<file path="config.mk">
export PLATFORM = sky130hd
export DESIGN_NAME = pid_cntrl_pipe
export DESIGN_NICKNAME = d
export VERILOG_FILES = /design/src/rtl/pid_cntrl_pipe.sv
export SDC_FILE = /design/constraint.sdc
export NUM_CORES = 1
export LEC_CHECK = 0
export ABC_AREA = 1
export BUFFER_PORTS_ARGS = -buffer_cell sky130_fd_sc_hd__clkbuf_2
export CAP_MARGIN = 20
export CORE_MARGIN = 3
export CORE_UTILIZATION = 35
export CTS_CLUSTER_SIZE = 16
export DETAILED_ROUTE_END_ITERATION = 7
export GPL_TIMING_DRIVEN = 0
export PLACE_DENSITY_LB_ADDON = 0.12
export REMOVE_ABC_BUFFERS = 1
export SYNTH_ARGS = -nofsm -noshare
export SYNTH_HDL_FRONTEND = slang
export SYNTH_SLANG_ARGS = --single-unit
</file>
<file path="constraint.sdc">
create_clock -name clk -period 4.2 [get_ports clk]
set_input_delay 0.63 -clock clk [delete_from_list [all_inputs] [get_ports clk]]
set_output_delay 0.63 -clock clk [all_outputs]
set_load 0.02 [all_outputs]
</file>
<file path="src/rtl/pid_cntrl_pipe.sv">
// Pipelined PID balance controller: saturated pitch error, anti-windup integrator,
// three registered stages with an output strobe, and a soft-start ramp timer.
module pid_cntrl_pipe #(
  parameter int ERR_W    = 10,
  parameter int INT_W    = 18,
  parameter int OUT_W    = 12,
  parameter int P_COEFF  = 12,
  parameter int I_SHIFT  = 6,
  parameter int D_SHIFT  = 6,
  parameter int SS_W     = 27,
  parameter int FAST_SIM = 0
) (
  input  logic             clk,
  input  logic             rst,
  input  logic             vld,
  input  logic [15:0]      ptch,
  input  logic [15:0]      ptch_rt,
  input  logic             pwr_up,
  input  logic             rider_off,
  input  logic             hold,
  output logic [7:0]       ss_tmr,
  output logic [OUT_W-1:0] PID_cntrl,
  output logic             cntrl_vld,
  output logic             int_sat
);

  localparam int I_SH  = (FAST_SIM != 0) ? 1 : I_SHIFT;
  localparam int PW    = ERR_W + 5;
  localparam int SUM_W = OUT_W + 5;

  localparam logic signed [15:0]       ERR_MAX = 16'(2**(ERR_W-1) - 1);
  localparam logic signed [15:0]       ERR_MIN = 16'(-(2**(ERR_W-1)));
  localparam logic signed [INT_W-1:0]  INT_MAX = {1'b0, {(INT_W-1){1'b1}}};
  localparam logic signed [INT_W-1:0]  INT_MIN = {1'b1, {(INT_W-1){1'b0}}};
  localparam logic signed [SUM_W-1:0]  OUT_MAX = SUM_W'(2**(OUT_W-1) - 1);
  localparam logic signed [SUM_W-1:0]  OUT_MIN = SUM_W'(-(2**(OUT_W-1)));
  localparam logic [SS_W-1:0]          SS_MAX  = {SS_W{1'b1}};
  localparam logic [SS_W-1:0]          SS_INC  = SS_W'((FAST_SIM != 0) ? 256 : 1);

  logic signed [ERR_W-1:0] err_s, err_q, err_d;
  logic signed [15:0]      rt_q, rt_d;
  logic                    v1_q, v1_d, v2_q, v2_d;
  logic signed [INT_W-1:0] integ_q, integ_d;
  logic [INT_W:0]          int_sum_s;
  logic signed [PW-1:0]    p_q, p_d;
  logic signed [INT_W-1:0] i_q, i_d;
  logic signed [15:0]      d_q, d_d;
  logic signed [SUM_W-1:0] sum_s;
  logic [OUT_W-1:0]        pid_cntrl_q, pid_cntrl_d;
  logic                    cntrl_vld_q, cntrl_vld_d;
  logic                    int_sat_q, int_sat_d;
  logic [SS_W-1:0]         ss_q, ss_d;

  // Stage 1: error clamp, sample capture and saturating integrator.
  always_comb begin
    err_d     = err_q;
    rt_d      = rt_q;
    v1_d      = vld;
    integ_d   = integ_q;
    int_sum_s = {integ_q[INT_W-1], integ_q} +
                {{(INT_W+1-ERR_W){err_s[ERR_W-1]}}, err_s};
    if ($signed(ptch) > ERR_MAX) begin
      err_s = ERR_MAX[ERR_W-1:0];
    end else if ($signed(ptch) < ERR_MIN) begin
      err_s = ERR_MIN[ERR_W-1:0];
    end else begin
      err_s = ptch[ERR_W-1:0];
    end
    if (vld) begin
      err_d = err_s;
      rt_d  = ptch_rt;
    end else begin
      err_d = err_q;
    end
    if (rider_off) begin
      integ_d = '0;
    end else if (vld && !hold) begin
      // Two top bits disagree only on overflow; the true sign picks the rail.
      if (int_sum_s[INT_W] != int_sum_s[INT_W-1]) begin
        integ_d = int_sum_s[INT_W] ? INT_MIN : INT_MAX;
      end else begin
        integ_d = int_sum_s[INT_W-1:0];
      end
    end else begin
      integ_d = integ_q;
    end
    int_sat_d = (integ_q == INT_MAX) || (integ_q == INT_MIN);
  end

  // Stages 2 and 3: term formation, summation with output clamp, soft-start ramp.
  always_comb begin
    v2_d        = v1_q;
    p_d         = $signed({{5{err_q[ERR_W-1]}}, err_q}) * $signed(PW'(P_COEFF));
    i_d         = integ_q >>> I_SH;
    d_d         = -(rt_q >>> D_SHIFT);
    sum_s       = SUM_W'(p_q) + SUM_W'(i_q) + SUM_W'(d_q);
    cntrl_vld_d = v2_q;
    pid_cntrl_d = pid_cntrl_q;
    if (v2_q) begin
      if (sum_s > OUT_MAX) begin
        pid_cntrl_d = OUT_MAX[OUT_W-1:0];
      end else if (sum_s < OUT_MIN) begin
        pid_cntrl_d = OUT_MIN[OUT_W-1:0];
      end else begin
        pid_cntrl_d = sum_s[OUT_W-1:0];
      end
    end else begin
      pid_cntrl_d = pid_cntrl_q;
    end
    if (!pwr_up) begin
      ss_d = '0;
    end else if (ss_q > (SS_MAX - SS_INC)) begin
      ss_d = SS_MAX;
    end else begin
      ss_d = ss_q + SS_INC;
    end
  end

  // State registers; reset discards any samples in flight.
  always_ff @(posedge clk or posedge rst) begin
    if (rst) begin
      err_q       <= '0;
      rt_q        <= '0;
      v1_q        <= 1'b0;
      v2_q        <= 1'b0;
      integ_q     <= '0;
      p_q         <= '0;
      i_q         <= '0;
      d_q         <= '0;
      pid_cntrl_q <= '0;
      cntrl_vld_q <= 1'b0;
      int_sat_q   <= 1'b0;
      ss_q        <= '0;
    end else begin
      err_q       <= err_d;
      rt_q        <= rt_d;
      v1_q        <= v1_d;
      v2_q        <= v2_d;
      integ_q     <= integ_d;
      p_q         <= p_d;
      i_q         <= i_d;
      d_q         <= d_d;
      pid_cntrl_q <= pid_cntrl_d;
      cntrl_vld_q <= cntrl_vld_d;
      int_sat_q   <= int_sat_d;
      ss_q        <= ss_d;
    end
  end

  assign ss_tmr    = ss_q[SS_W-1 -: 8];
  assign PID_cntrl = pid_cntrl_q;
  assign cntrl_vld = cntrl_vld_q;
  assign int_sat   = int_sat_q;

endmodule

</file>
; ---- Word level (Yosys, flattened, before mapping)
; Index checks and enable logic that the tools add are counted.
[word_totals]
ff_bits = 128
input_bits = 38
elab_cells = 40
[op_classes]
n_lt_le_gt_ge = 5
n_eq_ne = 3
mul = 1
reduce_logical = 4
n_addsub = 5
n_mux = 10
[op_table]
columns = cell, count
row1 = $mux W18, 4
row2 = $mux W27, 2
row3 = $eq A18 B18 Y1 const B, 2
row4 = $add A27 B1 Y27 const B, 1
row5 = $gt A27 B27 Y1 const B, 1
row6 = $mux W12, 2
row7 = $mux W10, 2
row8 = $add A18 B10 Y19, 1
row9 = $add A16 B16 Y17, 1
row10 = $gt A17 B12 Y1 const B, 1
row11 = $lt A17 B12 Y1 const B, 1
row12 = $add A15 B12 Y16, 1
row13 = $gt A16 B10 Y1 const B, 1
row14 = $lt A16 B10 Y1 const B, 1
row15 = $neg A10 Y16, 1
row16 = $mul A10 B3 Y13 const B, 1
row17 = $reduce_bool A2 Y1, 1
row18 = $logic_and A1 B1 Y1, 1
row19 = $logic_not A1 Y1, 1
row20 = $logic_or A1 B1 Y1, 1
row21 = $ne A1 B1 Y1, 1

; ---- Depth between registers and ports, before layout
[depth]
depth_word = 8
mapped_depth = 21
mapped_depth_nobuf = 19

; ---- Least setup slack after synthesis
; Ideal clock, no wire load.
[synth_timing]
path_type = input-to-reg
start = input port ptch[13]
end = register integ_q[10]
slack_ns = 1.240
n_path_buf = 2
stages = 17
required_time_ns = 4.083
arrival_ns = 2.844
cell_sequence = nor4_1 -> a21o_1 -> clkbuf_1 -> a21oi_1 -> ha_1 -> a21oi_1 -> a21boi_1 -> nand2_1 -> nand2_1 -> nand3_1 -> nand2_1 -> nand2_2 -> nand2_2 -> buf_6 -> nand3_1 -> nand2_1 -> nand2_1
[synth_via]
elab_chain_cells = 8
elab_cells_between_ends = 10
classes_between = add/sub (1) / order compare (2) / eq/ne (1) / mux (6)
[synth_rtl]
columns = element, line_no
row1 = start: declaration, 16  ; input logic [15:0] ptch,
row2 = $lt A16 B10 Y1, 64  ; end else if ($signed(ptch) < ERR_MIN) begin
row3 = $mux W10, 64
row4 = $mux W10 *, 62  ; if ($signed(ptch) > ERR_MAX) begin
row5 = named net err_s[8], 40  ; logic signed [ERR_W-1:0] err_s, err_q, err_d;
row6 = $add A18 B10 Y19 *, 60  ; int_sum_s = {integ_q[INT_W-1], integ_q} +
row7 = $mux W18 or $ne A1 B1 Y1 (tied branches), "80, 79"
row8 = $mux W18 *, 79  ; if (int_sum_s[INT_W] != int_sum_s[INT_W-1]) begin
row9 = $mux W18 *, 77  ; end else if (vld && !hold) begin
row10 = $mux W18 *, 75  ; if (rider_off) begin
row11 = end signal: assignment, 139  ; integ_q <= integ_d;
row12 = end: declaration, 43  ; logic signed [INT_W-1:0] integ_q, integ_d;
; The timed path passes the listed nets; every way through them passes the cells marked *. The select of a mux whose other input is x is not followed.
; A chain may end at the register's enable or synchronous reset.

; ---- Worst setup path in the final report
[layout_timing]
start = input port ptch[15]
end = register integ_q[9]
; The elaborated chain is that of the path after synthesis.

==> results.yml <==
synthesis:
  yosysSeqAreaShare_pct: 38.2
  synth_common_cells: "nand2_1, inv_1, dfrtp_1, a21oi_1, nor2_1"
  synthFlopType: "dfrtp_1"
  synth_area_leaders: "dfrtp_1, nand2_1, ha_1, inv_1, a21oi_1"
  synth_warnings: 0
  synth.distinct_cells: 46
  synth.most_common_cell: "nand2_1"
  avgSynthCellArea_um2: 8.10
  synth_seq_cells: 122
  syn_inst: 986
  yosysTopAreaCellShare_pct: 38.2
  synth_edf_count: 0
  synthArstFlopShare_pct: 100
  synth_area_mm2: 0.00798
  synth_largest_area_cell: "dfrtp_1"
timing:
  fmax_mhz: 313
  slew_headroom_pct: 39.9
  period_needed_ps: 3200
  finalHoldViolCount: 0
  setup_viol: 0
  fin_crit_sh_pct: 76.1
  slew_viol_final: 0
  fin_setup_tns_ps: 0
  skew_ps: 13.7
  grt_setup_unrepaired: "false"
  tightest_slew_ps: 901
floorplan:
  ioPinCount: 60
  die-area_mm2: 0.0247
  fp-row-count: 54
  chipWidth_um: 157
  core_area_mm2: 0.0221
  die_h_um: 157
  initial_core_util_pct: 36.1
cts:
  cts_setup_buffers: 0
  cts_made_buffers: 17
  cts_tree: "done"
  cts_resized: 0
  path_clk_slew_ps: 70
  hold_buffers: 0
  ctsRootBufferMaster: "clkbuf_16"
  cts.path.max_buffers: 2
  clkLatencyLatePin_ps: 420
  cts.sinks: 122
  cts_htree_levels: 4
critical_path:
  cp.required_ps: 4550
  path_max_fanout: 17
  worst_setup_path_end_kind: "register"
  cp-start-kind: "input port"
  critPathArrivalTime_ps: 3550
  crit_type: "in2reg"
layout:
  regArea_mm2: 0.00305
  layout-drive-gt1-share_pct: 11.6
  final_util_pct: 41.3
  syn2layout_area_growth_pct: 14.2
  nets: 1145
  multiInputGateArea_mm2: 0.00428
  antennaDiodeCount: 0
  filler_cell_count: 2252
power_and_ir_drop:
  total_power_mw: 4.94
  power.static_leakage_nw: 4.63
  ir_worst_vdd_mv: 0.204
  powerDensity_mw_per_mm2: 542
detailed_routing:
  drt-vias-per-instance: 4.76
  drc: 0
  drt_iter0_drc: 241
  drtPass1Iterations: 4
  avgRoutedWirePerCell_um: 13.9
  vias: 6306
  routed_wl_um: 18500
  detail-route-antenna-nets: 0
job:
  max_cap_violations: 0
global_route:
  grt.total_usage_pct: 16.0
  grt_pass1_vias: 6199
  grt_start_max_net_pins: 95
  grt_overflow: 0
  antenna_found_initial: 0
  grt_first_pass_wirelength_um: 31500
placed_design:
  hpwlAfterDp_um: 14000
  finalWeightedCongestion: 0.828
  port_buffers: 53
outcome:
  status: "complete, no violations"
min_path:
  hold_path_class: "in2async"
[area by class of cell]
type | instances | share of cell area (%)
inverters | 131 | 5.45
well taps | 280 | 3.84
flip-flops and latches | 122 | 33.5
multi-input cells | 707 | 46.9
clock buffers | 20 | 5.01
clock inverters | 12 | 2.05
repair buffers | 54 | 3.21
[cell usage in the layout, fill, tap and decap left out, types with 9 or more instances in the layout]
master	count
ha_1	57
nand2_1	259
nand3_1	57
mux2_2	12
clkbuf_2	53
nand4_1	18
nor3_1	9
o21ai_0	22
clkbuf_16	17
a21oi_1	75
xor2_1	34
nor2_1	65
fa_1	17
dfrtp_1	122
inv_1	127
xnor2_1	20
[worst paths after layout]
check                                  start                   endpoint  slack, ps  cells after the start
setup / recovery                    ptch[15]     integ_q[9]$_DFFE_PP0P_       1000                     14
hold / removal                           rst     integ_q[6]$_DFFE_PP0P_        170                      2
setup reg to reg           p_q[10]$_DFF_PP0_  PID_cntrl[10]$_DFFE_PP0P_       1290                     15
hold reg to reg               v1_q$_DFF_PP0_      cntrl_vld_d$_DFF_PP0_        350                      0
max in group asynchronous                rst           d_q[9]$_DFF_PP0_       3290                      3
min in group clk              v1_q$_DFF_PP0_      cntrl_vld_d$_DFF_PP0_        350                      0
[stage by stage]
stage	instance area [um^2]	hold slack (ps)	setup slack, ps	instances
detailed placement	8470	339	552	1294
finish	9110	169	1000	1326
global placement	8440	335	-1240	1293
CTS	9110	164	963	1326
floorplan	7820	331	327	960
global route	9110	182	708	1326
[metal layers]
layer  global-route usage, %  vias to the layer above  part of all wire (%)
met5                       0                        -                     0
met4                    4.05                        0                   1.1
met3                    3.35                       15                   2.8
met2                    24.4                       77                    44
met1                    23.1                     2942                    52
li1                        -                     3272                     -
[flip-flops by register name (all words and copies together), names as in the netlist]
| name | cells |
|---|---|
| integ_q | 18 |
| v1_q | 1 |
| PID_cntrl | 12 |
| p_q | 13 |
| cntrl_vld_d | 1 |
| int_sat | 1 |
| ss_q | 27 |
| err_q | 10 |
| i_q | 12 |
| d_q | 16 |
| cntrl_vld | 1 |
| rt_q | 10 |
[critical path, cell delays in order]
cell and delay [ps]:
clkbuf_2 240, a21o_1 320, a21oi_1 410, ha_1 370, a21oi_1 230, a21boi_1 250
nand2_1 70, nand2_1 100, nand3_1 90, nand2_1 90, nand2_2 80, a21oi_4 450
nand2_1 110, nand2_1 70
[cells by family after synthesis]
group	after synthesis	share of synthesized area (%)
and+or+nand+nor	446	24.3
buffers and inverters	157	8.21
DFF	122	38.2
AOI/OAI and AO/OA	121	8.40
adders and majority gates	74	13.2
xor gates and xnor gates	54	5.92
muxes	12	1.69
[power by group]
part	switching, mW	leakage, nW	internal (mW)
sequential	0.126	1.55	1.35
clock	0.564	0.303	1.03
combinational	1.18	2.78	0.693
Power figures use the tool's default switching activity.
